## src/rtl/painterengine_gpu_pkg.sv

```systemverilog
// Shared types and constants for the PainterEngine GPU blend writer.
package painterengine_gpu_pkg;

    localparam int PIXEL_W         = 32;
    localparam int BYTES_PER_PIXEL = 4;
    localparam int BLENDER_LATENCY = 6;
    localparam int PAGE_BYTES      = 4096;

    typedef enum logic [2:0] {
        ST_IDLE,
        ST_WAIT,
        ST_REQ,
        ST_DATA,
        ST_RESP,
        ST_DONE
    } bw_state_t;

    function automatic logic [31:0] min32(input logic [31:0] a, input logic [31:0] b);
        return (a < b) ? a : b;
    endfunction

endpackage

```

## src/rtl/painterengine_gpu_blend_writer_if.sv

```systemverilog
// Burst memory write port: request/ack, beat data valid/ready/last, response pulse.
interface painterengine_gpu_blend_writer_if;
    import painterengine_gpu_pkg::*;

    logic               o_wire_wr_req;
    logic [31:0]        o_wire_wr_addr;
    logic [7:0]         o_wire_wr_len;
    logic               i_wire_wr_ack;
    logic [PIXEL_W-1:0] o_wire_wr_data;
    logic               o_wire_wr_valid;
    logic               i_wire_wr_ready;
    logic               o_wire_wr_last;
    logic               i_wire_wr_resp;

    modport master (
        output o_wire_wr_req, o_wire_wr_addr, o_wire_wr_len,
        output o_wire_wr_data, o_wire_wr_valid, o_wire_wr_last,
        input  i_wire_wr_ack, i_wire_wr_ready, i_wire_wr_resp
    );

    modport slave (
        input  o_wire_wr_req, o_wire_wr_addr, o_wire_wr_len,
        input  o_wire_wr_data, o_wire_wr_valid, o_wire_wr_last,
        output i_wire_wr_ack, i_wire_wr_ready, i_wire_wr_resp
    );

endinterface

```

## src/rtl/painterengine_gpu_sync_fifo.sv

```systemverilog
// Single-clock FIFO with occupancy count. Head word is presented combinationally.
module painterengine_gpu_sync_fifo #(
    parameter int WIDTH = 32,
    parameter int DEPTH = 64
) (
    input  logic                     i_wire_clock,
    input  logic                     i_wire_reset,
    input  logic                     wr_en,
    input  logic [WIDTH-1:0]         wr_data,
    input  logic                     rd_en,
    output logic [WIDTH-1:0]         rd_data,
    output logic [$clog2(DEPTH):0]   count,
    output logic                     full,
    output logic                     empty
);
    localparam int AW = $clog2(DEPTH);
    localparam int CW = AW + 1;

    logic [WIDTH-1:0] mem [DEPTH];
    logic [AW-1:0]    wr_ptr, rd_ptr;
    logic             do_wr, do_rd;

    // A write while full is still legal when the same cycle pops a word.
    assign do_rd   = rd_en && !empty;
    assign do_wr   = wr_en && (!full || do_rd);
    assign full    = (count == CW'(DEPTH));
    assign empty   = (count == '0);
    assign rd_data = mem[rd_ptr];

    // Storage array; contents need no reset since the pointers define validity.
    always_ff @(posedge i_wire_clock) begin
        if (do_wr) mem[wr_ptr] <= wr_data;
    end

    // Pointers wrap naturally at DEPTH (power of 2); count tracks occupancy.
    always_ff @(posedge i_wire_clock or posedge i_wire_reset) begin
        if (i_wire_reset) begin
            wr_ptr <= '0;
            rd_ptr <= '0;
            count  <= '0;
        end else begin
            if (do_wr) wr_ptr <= wr_ptr + AW'(1);
            if (do_rd) rd_ptr <= rd_ptr + AW'(1);
            if (do_wr && !do_rd)      count <= count + CW'(1);
            else if (!do_wr && do_rd) count <= count - CW'(1);
        end
    end

endmodule

```

## src/rtl/painterengine_gpu_blend_writer.sv

```systemverilog
// Blend writer: buffers the blender pixel stream and writes it out as bursts
// to consecutive framebuffer addresses. Optional macro BLEND_WRITER_4K_SPLIT_EN
// truncates bursts so none crosses a 4 KiB page.
module painterengine_gpu_blend_writer
    import painterengine_gpu_pkg::*;
#(
    parameter int FIFO_DEPTH   = 64,
    parameter int BURST_LEN    = 16,
    parameter int AFULL_MARGIN = 8
) (
    input  logic                            i_wire_clock,
    input  logic                            i_wire_reset,
    input  logic                            i_wire_start,
    input  logic [31:0]                     i_wire_dst_addr,
    input  logic [31:0]                     i_wire_pixel_count,
    input  logic [PIXEL_W-1:0]              i_wire_data_in,
    input  logic                            i_wire_data_valid,
    output logic                            o_wire_almost_full,
    output logic                            o_wire_overflow,
    output logic                            o_wire_busy,
    output logic                            o_wire_done,
    painterengine_gpu_blend_writer_if.master wr
);
    localparam int CW = $clog2(FIFO_DEPTH) + 1;

    if (AFULL_MARGIN < BLENDER_LATENCY + 2) begin : g_bad_margin
        $error("AFULL_MARGIN must cover blender latency plus 2");
    end
    if ((FIFO_DEPTH & (FIFO_DEPTH - 1)) != 0 || FIFO_DEPTH < 2 * BURST_LEN) begin : g_bad_depth
        $error("FIFO_DEPTH must be a power of 2 and at least 2*BURST_LEN");
    end

    bw_state_t          state_q, state_d;
    logic [31:0]        addr_q, remaining_q, count_q, accepted_q, len_calc;
    logic [7:0]         len_q, beat_q;
    logic               overflow_q, done_q;
    logic [PIXEL_W-1:0] fifo_head;
    logic [CW-1:0]      fifo_count;
    logic               fifo_full, fifo_empty, fifo_rd;
    logic               in_job, pix_wr, pix_ovf, beat_last, beat_hs;

    // Pixels count against the job only while busy and below the job size.
    assign in_job    = i_wire_data_valid && o_wire_busy;
    assign pix_wr    = in_job && !fifo_full && (accepted_q < count_q);
    assign pix_ovf   = in_job && fifo_full;
    assign beat_last = (beat_q == len_q - 8'd1);
    assign beat_hs   = (state_q == ST_DATA) && wr.i_wire_wr_ready;

    painterengine_gpu_sync_fifo #(.WIDTH(PIXEL_W), .DEPTH(FIFO_DEPTH)) u_fifo (
        .i_wire_clock (i_wire_clock),
        .i_wire_reset (i_wire_reset),
        .wr_en        (pix_wr),
        .wr_data      (i_wire_data_in),
        .rd_en        (fifo_rd),
        .rd_data      (fifo_head),
        .count        (fifo_count),
        .full         (fifo_full),
        .empty        (fifo_empty)
    );

    // Burst length for the next request, optionally clipped at the page edge.
    always_comb begin
        len_calc = min32(32'(BURST_LEN), remaining_q);
`ifdef BLEND_WRITER_4K_SPLIT_EN
        len_calc = min32(len_calc,
                         (32'(PAGE_BYTES) - (addr_q & 32'(PAGE_BYTES - 1))) / 32'(BYTES_PER_PIXEL));
`endif
    end

    // State register.
    always_ff @(posedge i_wire_clock or posedge i_wire_reset) begin
        if (i_wire_reset) state_q <= ST_IDLE;
        else              state_q <= state_d;
    end

    // Next-state logic and FIFO pop.
    always_comb begin
        state_d = state_q;
        fifo_rd = 1'b0;
        unique case (state_q)
            ST_IDLE: if (i_wire_start) state_d = (i_wire_pixel_count == 32'd0) ? ST_DONE : ST_WAIT;
            ST_WAIT: if (32'(fifo_count) >= len_calc) state_d = ST_REQ;
            ST_REQ:  if (wr.i_wire_wr_ack) state_d = ST_DATA;
            ST_DATA: begin
                fifo_rd = wr.i_wire_wr_ready && !fifo_empty;
                if (wr.i_wire_wr_ready && beat_last) state_d = ST_RESP;
            end
            ST_RESP: if (wr.i_wire_wr_resp) state_d = (remaining_q == 32'd0) ? ST_DONE : ST_WAIT;
            ST_DONE: state_d = ST_IDLE;
            default: state_d = ST_IDLE;
        endcase
    end

    // Job bookkeeping: address, remaining, accepted pixels, burst beat counter.
    always_ff @(posedge i_wire_clock or posedge i_wire_reset) begin
        if (i_wire_reset) begin
            addr_q      <= '0;
            remaining_q <= '0;
            count_q     <= '0;
            accepted_q  <= '0;
            len_q       <= '0;
            beat_q      <= '0;
            overflow_q  <= 1'b0;
            done_q      <= 1'b0;
        end else begin
            done_q <= (state_q == ST_DONE);
            if (state_q == ST_IDLE && i_wire_start) begin
                addr_q      <= i_wire_dst_addr & ~32'h3;
                remaining_q <= i_wire_pixel_count;
                count_q     <= i_wire_pixel_count;
                accepted_q  <= '0;
                overflow_q  <= 1'b0;
            end else begin
                if (pix_wr)  accepted_q <= accepted_q + 32'd1;
                if (pix_ovf) overflow_q <= 1'b1;
            end
            if (state_q == ST_WAIT && state_d == ST_REQ) begin
                len_q  <= len_calc[7:0];
                beat_q <= '0;
            end
            if (beat_hs) begin
                beat_q <= beat_q + 8'd1;
                if (beat_last) begin
                    addr_q      <= addr_q + (32'(len_q) << 2);
                    remaining_q <= remaining_q - 32'(len_q);
                end
            end
        end
    end

    assign o_wire_almost_full = (32'(FIFO_DEPTH) - 32'(fifo_count)) <= 32'(AFULL_MARGIN);
    assign o_wire_overflow    = overflow_q;
    assign o_wire_done        = done_q;
    assign o_wire_busy        = (state_q == ST_WAIT) || (state_q == ST_REQ) ||
                                (state_q == ST_DATA) || (state_q == ST_RESP);

    assign wr.o_wire_wr_req   = (state_q == ST_REQ);
    assign wr.o_wire_wr_addr  = (state_q == ST_REQ) ? addr_q : 32'd0;
    assign wr.o_wire_wr_len   = (state_q == ST_REQ) ? len_q - 8'd1 : 8'd0;
    assign wr.o_wire_wr_valid = (state_q == ST_DATA);
    assign wr.o_wire_wr_data  = (state_q == ST_DATA) ? fifo_head : '0;
    assign wr.o_wire_wr_last  = (state_q == ST_DATA) && beat_last;

endmodule

```

## src/flat_wrapper.sv

```systemverilog
// flat-port wrapper written by rule: the top's interface ports become plain ports
module painterengine_gpu_blend_writer_flat import painterengine_gpu_pkg::*;
#(
    parameter int FIFO_DEPTH   = 64,
    parameter int BURST_LEN    = 16,
    parameter int AFULL_MARGIN = 8
)
  (i_wire_clock, i_wire_reset, i_wire_start, i_wire_dst_addr, i_wire_pixel_count, i_wire_data_in, i_wire_data_valid, o_wire_almost_full, o_wire_overflow, o_wire_busy, o_wire_done, wr_o_wire_wr_req, wr_o_wire_wr_addr, wr_o_wire_wr_len, wr_o_wire_wr_data, wr_o_wire_wr_valid, wr_o_wire_wr_last, wr_i_wire_wr_ack, wr_i_wire_wr_ready, wr_i_wire_wr_resp);
  painterengine_gpu_blend_writer_if wr_i ();
  input  logic i_wire_clock;
  input  logic i_wire_reset;
  input  logic i_wire_start;
  input  logic [31:0] i_wire_dst_addr;
  input  logic [31:0] i_wire_pixel_count;
  input  logic [PIXEL_W-1:0] i_wire_data_in;
  input  logic i_wire_data_valid;
  output logic o_wire_almost_full;
  output logic o_wire_overflow;
  output logic o_wire_busy;
  output logic o_wire_done;
  output wire logic [$bits(wr_i.o_wire_wr_req)-1:0] wr_o_wire_wr_req;
  output wire logic [$bits(wr_i.o_wire_wr_addr)-1:0] wr_o_wire_wr_addr;
  output wire logic [$bits(wr_i.o_wire_wr_len)-1:0] wr_o_wire_wr_len;
  output wire logic [$bits(wr_i.o_wire_wr_data)-1:0] wr_o_wire_wr_data;
  output wire logic [$bits(wr_i.o_wire_wr_valid)-1:0] wr_o_wire_wr_valid;
  output wire logic [$bits(wr_i.o_wire_wr_last)-1:0] wr_o_wire_wr_last;
  input wire logic [$bits(wr_i.i_wire_wr_ack)-1:0] wr_i_wire_wr_ack;
  input wire logic [$bits(wr_i.i_wire_wr_ready)-1:0] wr_i_wire_wr_ready;
  input wire logic [$bits(wr_i.i_wire_wr_resp)-1:0] wr_i_wire_wr_resp;
  assign wr_o_wire_wr_req = wr_i.o_wire_wr_req;
  assign wr_o_wire_wr_addr = wr_i.o_wire_wr_addr;
  assign wr_o_wire_wr_len = wr_i.o_wire_wr_len;
  assign wr_o_wire_wr_data = wr_i.o_wire_wr_data;
  assign wr_o_wire_wr_valid = wr_i.o_wire_wr_valid;
  assign wr_o_wire_wr_last = wr_i.o_wire_wr_last;
  assign wr_i.i_wire_wr_ack = wr_i_wire_wr_ack;
  assign wr_i.i_wire_wr_ready = wr_i_wire_wr_ready;
  assign wr_i.i_wire_wr_resp = wr_i_wire_wr_resp;
  painterengine_gpu_blend_writer #(.FIFO_DEPTH(FIFO_DEPTH), .BURST_LEN(BURST_LEN), .AFULL_MARGIN(AFULL_MARGIN)) u_core (.i_wire_clock(i_wire_clock), .i_wire_reset(i_wire_reset), .i_wire_start(i_wire_start), .i_wire_dst_addr(i_wire_dst_addr), .i_wire_pixel_count(i_wire_pixel_count), .i_wire_data_in(i_wire_data_in), .i_wire_data_valid(i_wire_data_valid), .o_wire_almost_full(o_wire_almost_full), .o_wire_overflow(o_wire_overflow), .o_wire_busy(o_wire_busy), .o_wire_done(o_wire_done), .wr(wr_i));
endmodule
```

## config.mk

```make
export PLATFORM = sky130hd
export DESIGN_NAME = painterengine_gpu_blend_writer_flat
export DESIGN_NICKNAME = d
export VERILOG_FILES = /design/src/rtl/painterengine_gpu_pkg.sv /design/src/rtl/painterengine_gpu_blend_writer_if.sv /design/src/rtl/painterengine_gpu_sync_fifo.sv /design/src/rtl/painterengine_gpu_blend_writer.sv /design/src/flat_wrapper.sv
export SDC_FILE = /design/constraint.sdc
export NUM_CORES = 2
export LEC_CHECK = 0
export ABC_AREA = 1
export CORE_ASPECT_RATIO = 0.6
export CORE_MARGIN = 1.5
export CORE_UTILIZATION = 49
export DETAILED_ROUTE_END_ITERATION = 8
export DONT_BUFFER_PORTS = 1
export HOLD_SLACK_MARGIN = 0.03
export MAX_ROUTING_LAYER = met4
export PLACE_DENSITY = 0.72
export SYNTH_ARGS = -nofsm -noshare
export SYNTH_HDL_FRONTEND = slang
export SYNTH_SLANG_ARGS = --single-unit
```

## constraint.sdc

```tcl
create_clock -name i_wire_clock -period 9.4 [get_ports i_wire_clock]
set_input_delay 1.88 -clock i_wire_clock [delete_from_list [all_inputs] [get_ports i_wire_clock]]
set_output_delay 1.88 -clock i_wire_clock [all_outputs]
set_load 0.05 [all_outputs]
```

# ---- Yosys cells after proc, flatten, opt, wreduce, memory -nomap -nowiden
# Memory sizes are Yosys's and may differ from the RTL's.
# Index checks and enable logic that the tools add are counted.
dict set report classes {
  n_addsub 10
  n_lt_le_gt_ge 4
  eq_ne 8
  muxes 29
  reduce_logical 30
}
# op count
set op_table {}
lappend op_table {{$mux W32} 11}
lappend op_table {{$logic_not A32 Y1} 2}
lappend op_table {{$add A32 B1 Y32 const B} 1}
lappend op_table {{$add A32 B10 Y32} 1}
lappend op_table {{$ge A7 B32 Y1} 1}
lappend op_table {{$le A32 B4 Y1 const B} 1}
lappend op_table {{$lt A32 B32 Y1} 1}
lappend op_table {{$lt A5 B32 Y1 const A} 1}
lappend op_table {{$sub A32 B8 Y32} 1}
lappend op_table {{$mux W8} 3}
lappend op_table {{$mux W3} 7}
lappend op_table {{$pmux W3 S5} 1}
lappend op_table {{$logic_and A1 B1 Y1} 14}
lappend op_table {{$mux W7} 2}
lappend op_table {{$add A6 B1 Y6 const B} 2}
lappend op_table {{$eq A3 B2 Y1 const B} 3}
lappend op_table {{$add A8 B1 Y8 const B} 1}
lappend op_table {{$eq A8 B8 Y1} 1}
lappend op_table {{$reduce_bool A2 Y1} 4}
lappend op_table {{$sub A7 B7 Y8 const A} 1}
lappend op_table {{$sub A8 B1 Y8 const B} 1}
lappend op_table {{$add A7 B1 Y7 const B} 1}
lappend op_table {{$eq A7 B7 Y1 const B} 1}
lappend op_table {{$logic_not A7 Y1} 1}
lappend op_table {{7 further kinds} 18}
dict set report word_totals {
  register_bits 168
  mem_bits_rw 2048
  input_bits 103
  output_inout_bits 79
  elab_cells 94
  n_memories 1
}
# memory words word_bits rd rd_clocked_by_memory_dff write_ports line_no
set mem_list {}
lappend mem_list {u_core.u_fifo.mem 64 32 1 0 1 painterengine_gpu_sync_fifo.sv:19} ;# logic [WIDTH-1:0] mem [DEPTH];

# ---- Depth between registers and ports, before layout
dict set report depth {
  depth_word 12
  depth_mapped 25
  mapped_depth_nobuf 24
}

# ---- Hierarchy
# From an unflattened synthesis, not the netlist that was laid out.
dict set report hier_totals {
  cells_unflattened 8654
  hier_area_um2 94687.1
}
# mod instances cells_per_inst area_each_um2 seq_area_each_um2
set modules_own_cells {}
lappend modules_own_cells {painterengine_gpu_sync_fifo 1 6881 83188.5 61974.4}
lappend modules_own_cells {painterengine_gpu_blend_writer 1 1773 11498.5 3728.6}

# ---- Worst setup path after synthesis
# OpenSTA, ideal clock, no wires.
dict set report synth_path {
  path_kind {in2reg}
  start {in i_wire_data_valid}
  end {mem u_core.u_fifo.mem[63][0], enable pin}
  setup_time_ns 0.461
  arrival_time_ns 4.830
  required_ns 8.939
  path_slack_ns 4.109
  path_stages 7
  n_path_buf 1
  path_cell_list {nand2_1 nor2_1 nand3_1 nor2_1 nand2_2 clkbuf_1 nor3_1}
}
dict set report synth_via {
  elab_chain_cells 6
}
# item line_no
set synth_lines {}
lappend synth_lines {{start: declaration} flat_wrapper.sv:16} ;# input logic i_wire_data_valid;
lappend synth_lines {{$logic_and A1 B1 Y1} painterengine_gpu_blend_writer.sv:43} ;# assign in_job = i_wire_data_valid && o_wire_busy;
lappend synth_lines {{$logic_and A1 B1 Y1 (2 in a row)} painterengine_gpu_blend_writer.sv:44} ;# assign pix_wr = in_job && !fifo_full && (accepted_q < count_q);
lappend synth_lines {{$logic_and A1 B1 Y1} painterengine_gpu_sync_fifo.sv:25} ;# assign do_wr = wr_en && (!full || do_rd);
lappend synth_lines {{$mux W1} painterengine_gpu_sync_fifo.sv:32} ;# if (do_wr) mem[wr_ptr] <= wr_data;
lappend synth_lines {{$mux W1 (implied by the code)} painterengine_gpu_sync_fifo.sv:32}
lappend synth_lines {{end: declaration} painterengine_gpu_sync_fifo.sv:19}
# No other way between the ends.

# ---- Worst setup path after layout
dict set report layout_path {
  start {reg u_core.u_fifo.rd_ptr[3]}
  end {out wr_o_wire_wr_data[14]}
}
dict set report layout_via {
  elab_chain_cells 2
}
# item line_no
set layout_lines {}
lappend layout_lines {{start: declaration} painterengine_gpu_sync_fifo.sv:20} ;# logic [AW-1:0] wr_ptr, rd_ptr;
lappend layout_lines {{start signal: assignment} painterengine_gpu_sync_fifo.sv:43} ;# if (do_rd) rd_ptr <= rd_ptr + AW'(1);
lappend layout_lines {{$mem_v2 Z64 W32} --}
lappend layout_lines {{$mux W32} painterengine_gpu_blend_writer.sv:141} ;# assign wr.o_wire_wr_data = (state_q == ST_DATA) ? fifo_head : '0;
lappend layout_lines {{end: declaration} flat_wrapper.sv:24} ;# output wire logic [$bits(wr_i.o_wire_wr_data)-1:0] wr_o_wire_wr_data;
# No other way between the ends.

==> results.sh <==
export IMPL_start_util=0.493
export IMPL_vias_in_the_first_global_route=58000
export IMPL_fill_cells=15100
export IMPL_timing_critical_path_from_type="flip-flop"
export IMPL_cts_sinks=2216
export IMPL_critical_path_max_fanout=46
export IMPL_cts_buffers=192
export IMPL_highest_attainable_clock_frequency_mhz=137
export IMPL_ff2ff_setup_slack_ns=3.49
export IMPL_clock_skew_final_ns=0.0442
export IMPL_final_cell_area_sq_um=101000
export IMPL_crit_path_end_kind="primary output"
export IMPL_grt_max_degree=203
export IMPL_timing_hold_ws_ns=0.497
export IMPL_post_drt_wl_per_cell_microns=26.2
export IMPL_clock_tree_root_cell="sky130_fd_sc_hd__clkbuf_16"
export IMPL_timing_worst_setup_path_type="reg -> out"
export IMPL_worst_r2r_cell_count=12
export IMPL_synthesis_area_sq_um=92300
export IMPL_worstSetupEndpoint="wr_o_wire_wr_data[14]"
export IMPL_cts_reportedPaths_clkPinSlew_ns=0.08
export IMPL_synth_edf_count=2048
export IMPL_fraction_of_the_yosys_area_taken_by_sequential_cells=0.712
export IMPL_critical_path_slowest_cell="sky130_fd_sc_hd__a21oi_2"
export IMPL_timing_rr_end="u_core.u_fifo.mem[21][4]$_DFFE_PP_"
export IMPL_rsz0062_at_grt="false"
export IMPL_ys_async_sr_fraction=0.0758
export IMPL_core_area_sq_um=187000
export IMPL_antenna_found_initial=13
export IMPL_yosysUniqueCellTypes=45
export IMPL_htree_num_levels=4
export IMPL_placed_cells=10000
export IMPL_drtPass1Iterations=7
export IMPL_power_per_cell_area_nw_per_um2=300
export IMPL_maxCapViolCount=0
export IMPL_synth_top_flop_cell="sky130_fd_sc_hd__edfxtp_1"
export IMPL_vdd_drop_max_v=0.000326
export IMPL_layout_drive_gt1_share=0.0655
export IMPL_core_rowCount=123
export IMPL_cts_post_setup_buffers_inserted=0
export IMPL_wirelength_microns=272000
export IMPL_synth_top_area_frac=0.666
export IMPL_place_area_sq_um=95200
export IMPL_drt_iter0_markers=10500
export IMPL_die_outline_width_microns=563
export IMPL_final_period_utilization=0.775
export IMPL_worstPathArrival_ns=5.40
export IMPL_final_hold_violation_count=0
export IMPL_worst_relative_slew_slack=0.121
export IMPL_slowest_delay_ns=1.00
export IMPL_ios=182
export IMPL_finalSetupViolations=0
export IMPL_clock_tree_from_tritoncts="built"
export IMPL_dp_final_hpwl_microns=157000
export IMPL_setup_tns_ns=0
export IMPL_critical_path_n_buffers_inverters=4
export IMPL_worst_hold_path_type="reg -> reg"
export IMPL_die_area_sq_um=191000
export IMPL_ctsLongestPathBuffers=4
export IMPL_cts_resized_gates=0
export IMPL_growth_of_design_area_from_synthesis_to_finish_pct=9.56
export IMPL_postCtsHoldBufs=0
export IMPL_finish_net_count=7883
export IMPL_timing_critical_path_required_ns=7.52
export IMPL_final_instance_count_excl_fill=10400
export IMPL_post_drt_via_cell_ratio=6.15
export IMPL_number_of_buffers_inserted_by_port_buffering=0
export IMPL_drv_slew=0
export IMPL_grt_pass1_wl_microns=393000
export IMPL_worst_pin_slew_ns=1.32
export IMPL_ys_warnings_count=0
export IMPL_all_layer_gr_usage=0.288
export IMPL_post_synth_top_area_cell="sky130_fd_sc_hd__edfxtp_1"
export IMPL_crit_family="buffers and inverters"
export IMPL_worst_skew_pair_late_latency_ns=0.86
export IMPL_ys_top_cells_by_area="sky130_fd_sc_hd__edfxtp_1 67%, sky130_fd_sc_hd__nor2_1 6.3%, sky130_fd_sc_hd__o21ai_0 5.9%, sky130_fd_sc_hd__dfrtp_1 4.6%, sky130_fd_sc_hd__nand2_1 3.6%"
export IMPL_drc=0
export IMPL_floorplan_die_height_microns=339
export IMPL_drt_antenna_violating_nets=0
export IMPL_finalCriticalPeriod_ns=7.28
export IMPL_netlist_instances=7846
export IMPL_crit_path_cell_trace="inv_6 > nor2_4 > buf_4 > buf_4 > buf_4 > nand2_1 > nand2_1 > a21oi_1 > nand2_1 > nand3_1 > a21oi_2"
export IMPL_syn_mean_instance_area_sq_um=11.8
export IMPL_vias=63800
export IMPL_run_status="completed"
export IMPL_depth_of_the_critical_timing_path_with_buffers_and_inverters_included=11
export IMPL_synth_seq_cells=2216
export IMPL_pleak_nw=33.9
export IMPL_timing_rr_start="u_core.state_q[1]$_DFF_PP0_"
export IMPL_gp_congestion=0.991
export IMPL_grt_overflow_total=0
export IMPL_worst_setup_path_startpoint="u_core.u_fifo.rd_ptr[3]$_DFFE_PP0P_"
[per-stage QoR]
stage                     power, mW   util  worst slack (ns)
after floorplan                19.0      -              2.97
after global placement         22.2  0.508              3.22
after detailed placement       22.5  0.508              3.17
after CTS                      30.1  0.540              2.31
after global routing           31.7  0.540              2.13
final                          30.3  0.540              2.12
[final cells by class]
class,instances,area [sq um],area share
Sequential cell,2216,65700,0.650
Multi-Input combinational cell,4925,24100,0.239
Clock buffer,235,5030,0.0497
Tap cell,2500,3130,0.0309
Timing Repair Buffer,154,1310,0.0130
Clock inverter,105,905,0.00895
Inverter,223,873,0.00864
Antenna cell,12,30.0,0.000297
[cells by family (layout without fill, tap and decap cells)]
kind of cell | after synthesis | in the layout | share of synthesized area
and+or+nand+nor | 2910 | 2910 | 0.126
xor gates and xnor gates | 90 | 90 | 0.00854
buffers and inverters | 706 | 717 | 0.0326
AOI/OAI and AO/OA | 1853 | 1853 | 0.111
adders and majority gates | 68 | 68 | 0.00946
other | 1 | 14 | 0.0000406
muxes | 2 | 2 | 0.000217
DFF | 2216 | 2216 | 0.712
[state kept, by name, indices dropped and copies added, names as in the netlist]
signal and count:
u_core.o_wire_overflow 1, u_core.addr_q 32, u_core.u_fifo.mem 2048, u_core.state_q 3, u_core.o_wire_done 1, u_core.remaining_q 32, u_core.accepted_q 32, u_core.len_q 8
u_core.u_fifo.count 7, u_core.beat_q 8, u_core.count_q 32, u_core.u_fifo.rd_ptr 6, u_core.u_fifo.wr_ptr 6
[worst min path at each step]
| stage | startpoint | to | depth (start not counted) |
|---|---|---|---|
| global route | u_core.addr_q[1]$_DFFE_PP0P_ | u_core.addr_q[1]$_DFFE_PP0P_ | 2 |
| CTS | u_core.addr_q[0]$_DFFE_PP0P_ | u_core.addr_q[0]$_DFFE_PP0P_ | 2 |
| detailed placement | u_core.count_q[0]$_DFFE_PP0P_ | u_core.count_q[0]$_DFFE_PP0P_ | 2 |
| global placement | u_core.addr_q[1]$_DFFE_PP0P_ | u_core.addr_q[1]$_DFFE_PP0P_ | 2 |
| finish | u_core.addr_q[0]$_DFFE_PP0P_ | u_core.addr_q[0]$_DFFE_PP0P_ | 2 |
| floorplan | u_core.count_q[0]$_DFFE_PP0P_ | u_core.count_q[0]$_DFFE_PP0P_ | 2 |
[report_power, final]
| part | leakage (nW) | total (mW) | internal (mW) | switching, mW |
|---|---|---|---|---|
| clock | 2.88 | 7.76 | 4.19 | 3.56 |
| sequential | 20.5 | 11.7 | 11.3 | 0.422 |
| combinational | 10.5 | 10.9 | 2.83 | 8.05 |
[cells in the final DEF, fill, tap and decap left out, drive strengths merged, types with 168 or more instances in the layout]
cell type,n
nor2,1558
nand2,892
dfrtp,168
clkbuf,235
edfxtp,2048
inv,226
a21oi,177
o211ai,273
nand3,349
o21ai,1172
o22ai,202
[worst min-delay path, stage by stage (launching register included)]
cell	delay [ns]
sky130_fd_sc_hd__dfrtp_1	0.33
sky130_fd_sc_hd__inv_1	0.05
sky130_fd_sc_hd__nor2_1	0.09
[per-layer routing]
metal  GRT usage  routed length [microns]  vias up  part of all wire
met3      0.0972                    42000      462              0.15
li1            -                        -    27900                 -
met5           -                        0        -                 0
met1       0.428                   113000    31200              0.42
met2       0.374                   110000     4237              0.40
met4      0.0737                     7120        0             0.026
[cells in the mapped netlist, types with 6 or more instances]
| library cell | count |
|---|---|
| sky130_fd_sc_hd__o22ai_1 | 202 |
| sky130_fd_sc_hd__dfrtp_1 | 168 |
| sky130_fd_sc_hd__nand4_1 | 41 |
| sky130_fd_sc_hd__a21oi_1 | 177 |
| sky130_fd_sc_hd__xor2_1 | 67 |
| sky130_fd_sc_hd__inv_1 | 213 |
| sky130_fd_sc_hd__nor3_1 | 39 |
| sky130_fd_sc_hd__clkbuf_1 | 289 |
| sky130_fd_sc_hd__o211ai_1 | 272 |
| sky130_fd_sc_hd__nand3_1 | 348 |
| sky130_fd_sc_hd__nand2_1 | 890 |
| sky130_fd_sc_hd__xnor2_1 | 23 |
| sky130_fd_sc_hd__buf_4 | 33 |
| sky130_fd_sc_hd__nand3b_1 | 10 |
| sky130_fd_sc_hd__o21ai_1 | 88 |
| sky130_fd_sc_hd__buf_2 | 106 |
| sky130_fd_sc_hd__ha_1 | 65 |
| sky130_fd_sc_hd__edfxtp_1 | 2048 |
| sky130_fd_sc_hd__buf_6 | 14 |
| sky130_fd_sc_hd__o21ai_0 | 1084 |
| sky130_fd_sc_hd__nor2_1 | 1557 |
| sky130_fd_sc_hd__buf_1 | 41 |
| sky130_fd_sc_hd__nor4_1 | 15 |
| sky130_fd_sc_hd__a31oi_1 | 14 |
| sky130_fd_sc_hd__o21a_1 | 6 |
No activity file was read; power rests on OpenSTA's default activity.
